$ cat config.mk
export PLATFORM = sky130hd
export DESIGN_NAME = pipe_ctrl
export DESIGN_NICKNAME = d
export VERILOG_FILES = /design/src/rtl/pipe_ctrl.sv
export SDC_FILE = /design/constraint.sdc
export NUM_CORES = 1
export LEC_CHECK = 0
export ABC_AREA = 1
export CAP_MARGIN = 5
export CORE_MARGIN = 8
export CORE_UTILIZATION = 40
export DETAILED_ROUTE_END_ITERATION = 7
export PLACE_DENSITY = 0.72
export SLEW_MARGIN = 30
export SYNTH_ARGS = -nofsm -noshare
export SYNTH_HDL_FRONTEND = slang
export SYNTH_SLANG_ARGS = --single-unit
export TNS_END_PERCENT = 30
$ cat constraint.sdc
create_clock -name clk -period 2.3 [get_ports clk]
set_clock_uncertainty 0.1 [all_clocks]
set_input_delay 0.46 -clock clk [delete_from_list [all_inputs] [get_ports clk]]
set_output_delay 0.46 -clock clk [all_outputs]
set_load 0.02 [all_outputs]
$ cat src/rtl/pipe_ctrl.sv
// ---------------------------------------------------------------------------
// pipe_ctrl
//
// Central stall/flush sequencer for the 5-stage MIPS pipeline. Every cycle it
// decides whether PC, IF/ID, ID/EX and EX/MEM advance, hold or take a bubble,
// and whether MEM/WB captures a killed (no-writeback) entry.
//
// Events handled, highest priority first:
//   1. Data-memory wait (variable latency handshake, bounded by MEM_TIMEOUT)
//   2. Taken-branch flush of IF/ID and ID/EX
//   3. Load-use hazard bubble
//
// Parameters:
//   MEM_TIMEOUT  max frozen cycles of a data access before it is aborted (>=2)
//   CNT_W        width of the saturating performance counters
//
// Ports:
//   clk, rst_n          clock (rising edge), asynchronous active-low reset
//   id_rs, id_rt        source register fields of the instruction in ID
//   id_usesRt           ID instruction actually reads rt
//   ex_memRead          EX instruction is a load
//   ex_writeReg         destination register of the EX instruction
//   ex_branchTaken      branch in EX resolved taken
//   mem_req             MEM instruction performs a load/store
//   dmem_ready          data memory completes the access this cycle
//   dmem_valid          request to data memory
//   pc_en, ifid_en, idex_en, exmem_en   pipeline register load enables
//   ifid_flush, idex_flush              load NOP / bubble
//   memwb_kill          MEM/WB captures regWrite=0
//   mem_err             sticky data access timeout flag
//   stall_cycles        saturating count of cycles with pc_en=0
//   flush_count         saturating count of branch flushes
// ---------------------------------------------------------------------------
module pipe_ctrl #(
    parameter int MEM_TIMEOUT = 16,
    parameter int CNT_W       = 32
) (
    input  logic             clk,
    input  logic             rst_n,
    input  logic [4:0]       id_rs,
    input  logic [4:0]       id_rt,
    input  logic             id_usesRt,
    input  logic             ex_memRead,
    input  logic [4:0]       ex_writeReg,
    input  logic             ex_branchTaken,
    input  logic             mem_req,
    input  logic             dmem_ready,
    output logic             dmem_valid,
    output logic             pc_en,
    output logic             ifid_en,
    output logic             ifid_flush,
    output logic             idex_en,
    output logic             idex_flush,
    output logic             exmem_en,
    output logic             memwb_kill,
    output logic             mem_err,
    output logic [CNT_W-1:0] stall_cycles,
    output logic [CNT_W-1:0] flush_count
);

    // Wait counter only needs to reach MEM_TIMEOUT-1.
    localparam int WC_W = (MEM_TIMEOUT > 2) ? $clog2(MEM_TIMEOUT) : 1;
    localparam logic [WC_W-1:0] WC_LAST = WC_W'(MEM_TIMEOUT - 1);

    typedef enum logic [0:0] {
        RUN      = 1'b0,
        MEM_WAIT = 1'b1
    } state_t;

    state_t           state_q,        state_d;
    logic [WC_W-1:0]  wait_cnt_q,     wait_cnt_d;
    logic             mem_err_q,      mem_err_d;
    logic [CNT_W-1:0] stall_cycles_q, stall_cycles_d;
    logic [CNT_W-1:0] flush_count_q,  flush_count_d;

    logic load_use;
    logic mem_stall;
    logic mem_abort;
    logic branch_flush;

    // Pipeline-control decisions before the reset override.
    logic run_pc_en;
    logic run_ifid_en;
    logic run_ifid_flush;
    logic run_idex_en;
    logic run_idex_flush;
    logic run_exmem_en;
    logic run_memwb_kill;

    // Hazard and memory-event detection.
    always_comb begin
        load_use = ex_memRead && (ex_writeReg != 5'd0) &&
                   ((ex_writeReg == id_rs) || (id_usesRt && (ex_writeReg == id_rt)));

        // A request that is not ready freezes the pipe, except on the last
        // allowed wait cycle, where the access is abandoned instead.
        mem_stall = 1'b0;
        mem_abort = 1'b0;
        if (state_q == RUN) begin
            mem_stall = mem_req && !dmem_ready;
        end else begin
            if (!dmem_ready) begin
                if (wait_cnt_q == WC_LAST) begin
                    mem_abort = 1'b1;
                end else begin
                    mem_stall = 1'b1;
                end
            end
        end

        branch_flush = !mem_stall && ex_branchTaken;
    end

    // Enable/flush generation. A branch still sitting in EX while memory was
    // stalling is naturally re-applied on the release cycle because the
    // frozen EX register keeps presenting it.
    always_comb begin
        run_pc_en      = 1'b1;
        run_ifid_en    = 1'b1;
        run_ifid_flush = 1'b0;
        run_idex_en    = 1'b1;
        run_idex_flush = 1'b0;
        run_exmem_en   = 1'b1;
        run_memwb_kill = 1'b0;

        if (mem_stall) begin
            run_pc_en      = 1'b0;
            run_ifid_en    = 1'b0;
            run_idex_en    = 1'b0;
            run_exmem_en   = 1'b0;
            run_memwb_kill = 1'b1;
        end else begin
            // The aborted access must not write back, but the pipe moves on.
            if (mem_abort) begin
                run_memwb_kill = 1'b1;
            end
            if (branch_flush) begin
                run_ifid_flush = 1'b1;
                run_idex_flush = 1'b1;
            end else if (load_use) begin
                run_pc_en      = 1'b0;
                run_ifid_en    = 1'b0;
                run_idex_flush = 1'b1;
            end
        end
    end

    // While reset is asserted the pipeline is held with a killed writeback
    // and no memory request, independent of the clock.
    always_comb begin
        if (!rst_n) begin
            dmem_valid = 1'b0;
            pc_en      = 1'b0;
            ifid_en    = 1'b0;
            ifid_flush = 1'b0;
            idex_en    = 1'b0;
            idex_flush = 1'b0;
            exmem_en   = 1'b0;
            memwb_kill = 1'b1;
        end else begin
            dmem_valid = mem_req;
            pc_en      = run_pc_en;
            ifid_en    = run_ifid_en;
            ifid_flush = run_ifid_flush;
            idex_en    = run_idex_en;
            idex_flush = run_idex_flush;
            exmem_en   = run_exmem_en;
            memwb_kill = run_memwb_kill;
        end
    end

    // Next-state, wait counter, error flag and counter updates.
    always_comb begin
        state_d        = mem_stall ? MEM_WAIT : RUN;
        wait_cnt_d     = '0;
        mem_err_d      = mem_err_q | mem_abort;
        stall_cycles_d = stall_cycles_q;
        flush_count_d  = flush_count_q;

        if ((state_q == MEM_WAIT) && mem_stall) begin
            wait_cnt_d = wait_cnt_q + WC_W'(1);
        end

        if (!run_pc_en && (stall_cycles_q != {CNT_W{1'b1}})) begin
            stall_cycles_d = stall_cycles_q + CNT_W'(1);
        end

        if (branch_flush && (flush_count_q != {CNT_W{1'b1}})) begin
            flush_count_d = flush_count_q + CNT_W'(1);
        end
    end

    always_ff @(posedge clk or negedge rst_n) begin
        if (!rst_n) begin
            state_q        <= RUN;
            wait_cnt_q     <= '0;
            mem_err_q      <= 1'b0;
            stall_cycles_q <= '0;
            flush_count_q  <= '0;
        end else begin
            state_q        <= state_d;
            wait_cnt_q     <= wait_cnt_d;
            mem_err_q      <= mem_err_d;
            stall_cycles_q <= stall_cycles_d;
            flush_count_q  <= flush_count_d;
        end
    end

    assign mem_err      = mem_err_q;
    assign stall_cycles = stall_cycles_q;
    assign flush_count  = flush_count_q;

endmodule

### Word level (Yosys, flattened, before mapping)

Cells that the tools add are included.
W data, S select, Z words.

* add/sub/neg operators: 3
* shift-type cells: 0
* equality and inequality tests: 5
* $mul: 0
* magnitude comparators: 0
* divide/modulo/power cells: 0
* bitwise gates (word level): 1
* multiplexer cells: 25
* reduce and logical (&&, ||, !) cells: 13

Operator list (number)
* $add A32 B1 Y32 const B: 2
* $ne A32 B32 Y1 const B: 2
* $mux W1: 24
* $eq A5 B5 Y1: 2
* $logic_and A1 B1 Y1: 8
* $reduce_bool A5 Y1: 1
* $add A4 B1 Y4 const B: 1
* $eq A4 B4 Y1 const B: 1
* $mux W4: 1
* $logic_not A1 Y1: 3
* $logic_or A1 B1 Y1: 1
* $or A1 B1 Y1: 1

* input port bits: 22
* logic and storage cells: 52
* memories: 0
* memory bits (read-only): 0
* output and inout bits: 73
* latch bits: 0
* bits in registers: 70
* memory bits (writable): 0

### Longest topological paths before layout

* depth in word-level cells: 10
* mapped depth: 12
* mapped depth without buffers: 12

### Worst setup path after synthesis

OpenSTA, ideal clock, no wires.

* path type: register -> output
* from: register wait_cnt_q[0]
* to: output port pc_en
* arrival time: 1.607 ns
* required time: 1.740 ns
* stages on the path, launching flop included: 9
* path buffers: 1
* slack: 0.133 ns
* cell sequence: dfrtp_1 ha_1 nand3_1 nand2_2 nand2_2 nor2_1 nand2_1 inv_1 buf_4

* word-level cells in the longest chain between the ends: 9

Ends and longest elaborated chain
* start: declaration: line 71 `logic [WC_W-1:0] wait_cnt_q, wait_cnt_d;`
* start signal: assignment: line 202 `wait_cnt_q <= wait_cnt_d;`
* $eq A4 B4 Y1 *: line 103 `if (wait_cnt_q == WC_LAST) begin`
* $mux W1 *: line 103
* $mux W1 *: line 102 `if (!dmem_ready) begin`
* $mux W1 *: line 99 `if (state_q == RUN) begin`
* net mem_stall: line 77 `logic mem_stall;`
* $logic_not A1 Y1: line 111 `branch_flush = !mem_stall && ex_branchTaken;`
* $logic_and A1 B1 Y1: line 111
* $mux W1
* $mux W1 * (2 in a row)
* end: declaration: line 49 `output logic pc_en,`

Mark *: on every way through the listed nets, which the timed path passes. The rest lies on a longest branch.

### Worst setup path in the final report

* from: input port dmem_ready
* to: output port idex_en

* word-level cells in the longest chain between the ends: 5
* elaborated cells on any way between the ends: 6
* those cells by class: mux: 4; reduce/logical: 2

Ends and longest elaborated chain
* start: declaration: line 47 `input logic dmem_ready,`
* $logic_not A1 Y1
* $logic_and A1 B1 Y1: line 100 `mem_stall = mem_req && !dmem_ready;`
* $mux W1 *: line 99
* net mem_stall: line 77
* $mux W1 *: line 126 `if (mem_stall) begin`
* $mux W1 *: line 151 `if (!rst_n) begin`
* end: declaration: line 52 `output logic idex_en,`

Marked as above.

==> results.md <==
- EDFF count, synth: 0
- Final instance area: 6010 um^2
- First-pass GRT wire length: about 21000 um
- Crit-path leading delay family: buffers and inverters
- First DRT Iteration DRCs: 227
- Largest net degree at the start of global routing: 45
- Final Hold Vio Count: 0
- Setup Crit Path Kind: in2out
- Worst skew pair latency: 330 ps
- Layout fillers: around 1100
- Cell count after synthesis: 656
- Period minus WS final: 2280 ps
- Storage cell area: 1750 um^2
- Post-Syn Area per Cell: 6.88 um^2
- Post-Route WL: 12800 um
- WP data required: 1740 ps
- Num CTS Buffers: 9
- Initial Util: 41.3%
- Worst hold margin: 209 ps
- Initial antenna violation count: 0
- Slew at the pin closest to its max-slew limit: 581 ps
- Switch Pwr: ~1.2 mW
- Cell variety after synth: 29
- Worst EP arrival: 1720 ps
- Status: completed
- DP Area: 5710 um^2
- CP bufs+invs: 3
- Post-CTS setup buffer count: 0
- Num rows: 38
- Worst path cell trace: clkdlybuf4s50_1, nand3b_1, nand2_4, nor2_2, buf_4, clkdlybuf4s15_2
- Met1 usage: 22.1%
- Drt wl/cell: roughly 14 um
- Placer Congestion: 0.938
- Antenna cells: 0
- CTS tree: yes
- Synth area leader: dfrtp_1
- Tcrit/Tclk final: between 90% and 100%
- Fmax: approximately 440 MHz
- Max-cap violations: 0
- Worst setup EP type: output port
- Maximum vdd ir drop: 0.360 mV
- Synth Warn #: 0
- Final setup vio count: 0
- Area share of the largest cell type after synthesis: 38.8%
- Met2 Track Usage GR: approximately 30%
- Multi-input gate area: between 2000 and 2500 um^2
- Total track usage: 17.6%
- Most common cell in the netlist: nand2_1
- Hold Path Class: in2async
- Syn_nets: slightly below 700
- P_leak: 2.91 nW
- Synth Cell Area: 4510 um^2
- Ys async rst share: 100%
- Slowest stage delay, CP: between 400 and 500 ps
- H-tree levels: 3
- Synth Flop Type: dfrtp_1
- Clock share of power: 34.4%
- Port bufs: 94
- Chip Height: 122 um
- Commonest cells post-synth: nand2_1 (240), nor2_1 (86), inv_1 (72), dfrtp_1 (70), nand3_1 (57)
- Leading post-synthesis cells by cell area: dfrtp_1 (39%), nand2_1 (20%), nor2_1 (7.2%), xor2_1 (6.6%), nand3_1 (6.3%)
- Total power draw: 3.71 mW
- Die ar.: 14900 um^2
- Synthesis-stage register bit count: 70
- Most Used Layer, Global Route: met2
- Vias: 4544
- # IOs: 95
- Via-per-instance ratio: 4.98
- Share of cells above drive strength 1: 8.81%
- Sink Count: 70
- Placeable Area: 10900 um^2
- Final #Nets: 793
- Int Power: 2.54 mW
- Drt drc: 0
- Met3 usage: 3.45%
- Logic pwr share: 24.8%
- Switching share of power: 31.5%
- CTS root buf: clkbuf_16
- Synth-to-Final Area Change: 33.3%
- Placed wire-length estimate: 9800 um
- Routed Antenna Nets: 0
- Horiz. Die Dim: about 120 um
- Slew Limit Headroom: between 60% and 70%
- Fin Setup TNS: 0 ps
- Slowest cell on crit path: clkdlybuf4s50_1
- Overflow after GRT: 0
- Flop pwr share: 40.8%
- Register area share after synthesis: between 30% and 40%
- CTS clk-pin slew, worst paths: 60 ps
- CP startpoint kind: input port
- RSZ-0062 raised after global routing: yes
- Power Dens Cells: 617 nW/um^2
- Pins over their slew limit: 0
- Worst-path fanout max: 4
- Drt first pass iters: 5
- Vias in the first global route: 4457
- Maximum clock path buffer count: 2
cell usage in the layout (no fill, tap or decap), types with 9 or more instances in the layout:
cell type	n
xnor2_1	13
dfrtp_1	70
clkdlybuf4s50_1	72
xor2_1	34
nand3_1	57
inv_1	72
buf_4	18
nor3_1	19
nand2_1	239
nand4_1	10
clkbuf_16	9
nor2_1	85
power by group through the flow:
| stage | clock [mW] | sequential [mW] | combinational (mW) |
|---|---|---|---|
| finish | 1.28 | 1.51 | 0.920 |
| global route | 1.37 | 1.53 | 1.01 |
| CTS | 1.31 | 1.51 | 0.931 |
| floorplan | 0 | 1.64 | 0.348 |
| detailed placement | 0 | 1.53 | 0.938 |
| global placement | 0 | 1.52 | 0.914 |
what timing repair did:
action                                  4_1_cts  5_1_grt
gates resized for setup                      33       14
pin swaps                                     2        9
hold buffers                                  1        0
endpoints found under the setup margin        7        6
endpoints found under the hold margin         1        0
routing by layer:
metal | vias up | routed length, um
met5 | - | 0
met4 | 0 | 162
met3 | 15 | 807
met2 | 145 | 6020
met1 | 2140 | 5790
li1 | 2244 | -
state kept, by name, indices dropped and copies added (netlist names):
| signal | count |
|---|---|
| flush_count | 32 |
| stall_cycles | 32 |
| wait_cnt_q | 4 |
| mem_err | 1 |
| state_q | 1 |
area by class of cell:
cell class / count / area share [%]
clock buffer: 11 / 4.20
clock inverter: 4 / 0.374
inverter: 76 / 4.74
multi-input combinational: 497 / 40.0
sequential: 70 / 29.1
tap: 140 / 2.91
timing repair buffer: 114 / 18.7
worst min-delay path, cell delays in order:
cell and delay, ps:
buf_2 100, buf_4 140, buf_4 340
through the flow:
stage	utilization, %	worst slack, ps	std cells
floorplan	-	133	656
global placement	52.3	-498	896
detailed placement	52.3	-583	896
CTS	54.7	-20.7	912
global route	55.0	-45.5	912
finish	55.0	23.5	912
path summary, 6_finish.rpt:
path / slack, ps / startpoint / to / cells after the start
min in group clk: 410 / mem_err$_DFF_PN0_ / mem_err$_DFF_PN0_ / 1
hold / removal: 210 / rst_n / flush_count[18]$_DFFE_PN0P_ / 3
setup / recovery: 20 / dmem_ready / idex_en / 6
setup reg to reg: 230 / stall_cycles[0]$_DFFE_PN0P_ / stall_cycles[15]$_DFFE_PN0P_ / 9
max in group asynchronous: 990 / rst_n / stall_cycles[9]$_DFFE_PN0P_ / 4
hold reg to reg: 410 / mem_err$_DFF_PN0_ / mem_err$_DFF_PN0_ / 1
cells by family after synthesis:
group / after synthesis / synth area share (%)
simple gates: 437 / 41.7
compound gates: 10 / 1.25
fa+ha+maj: 3 / 0.832
xor+xnor: 47 / 9.12
buf+inv: 89 / 8.32
flops: 70 / 38.8
(Power assumes the default switching activity.)
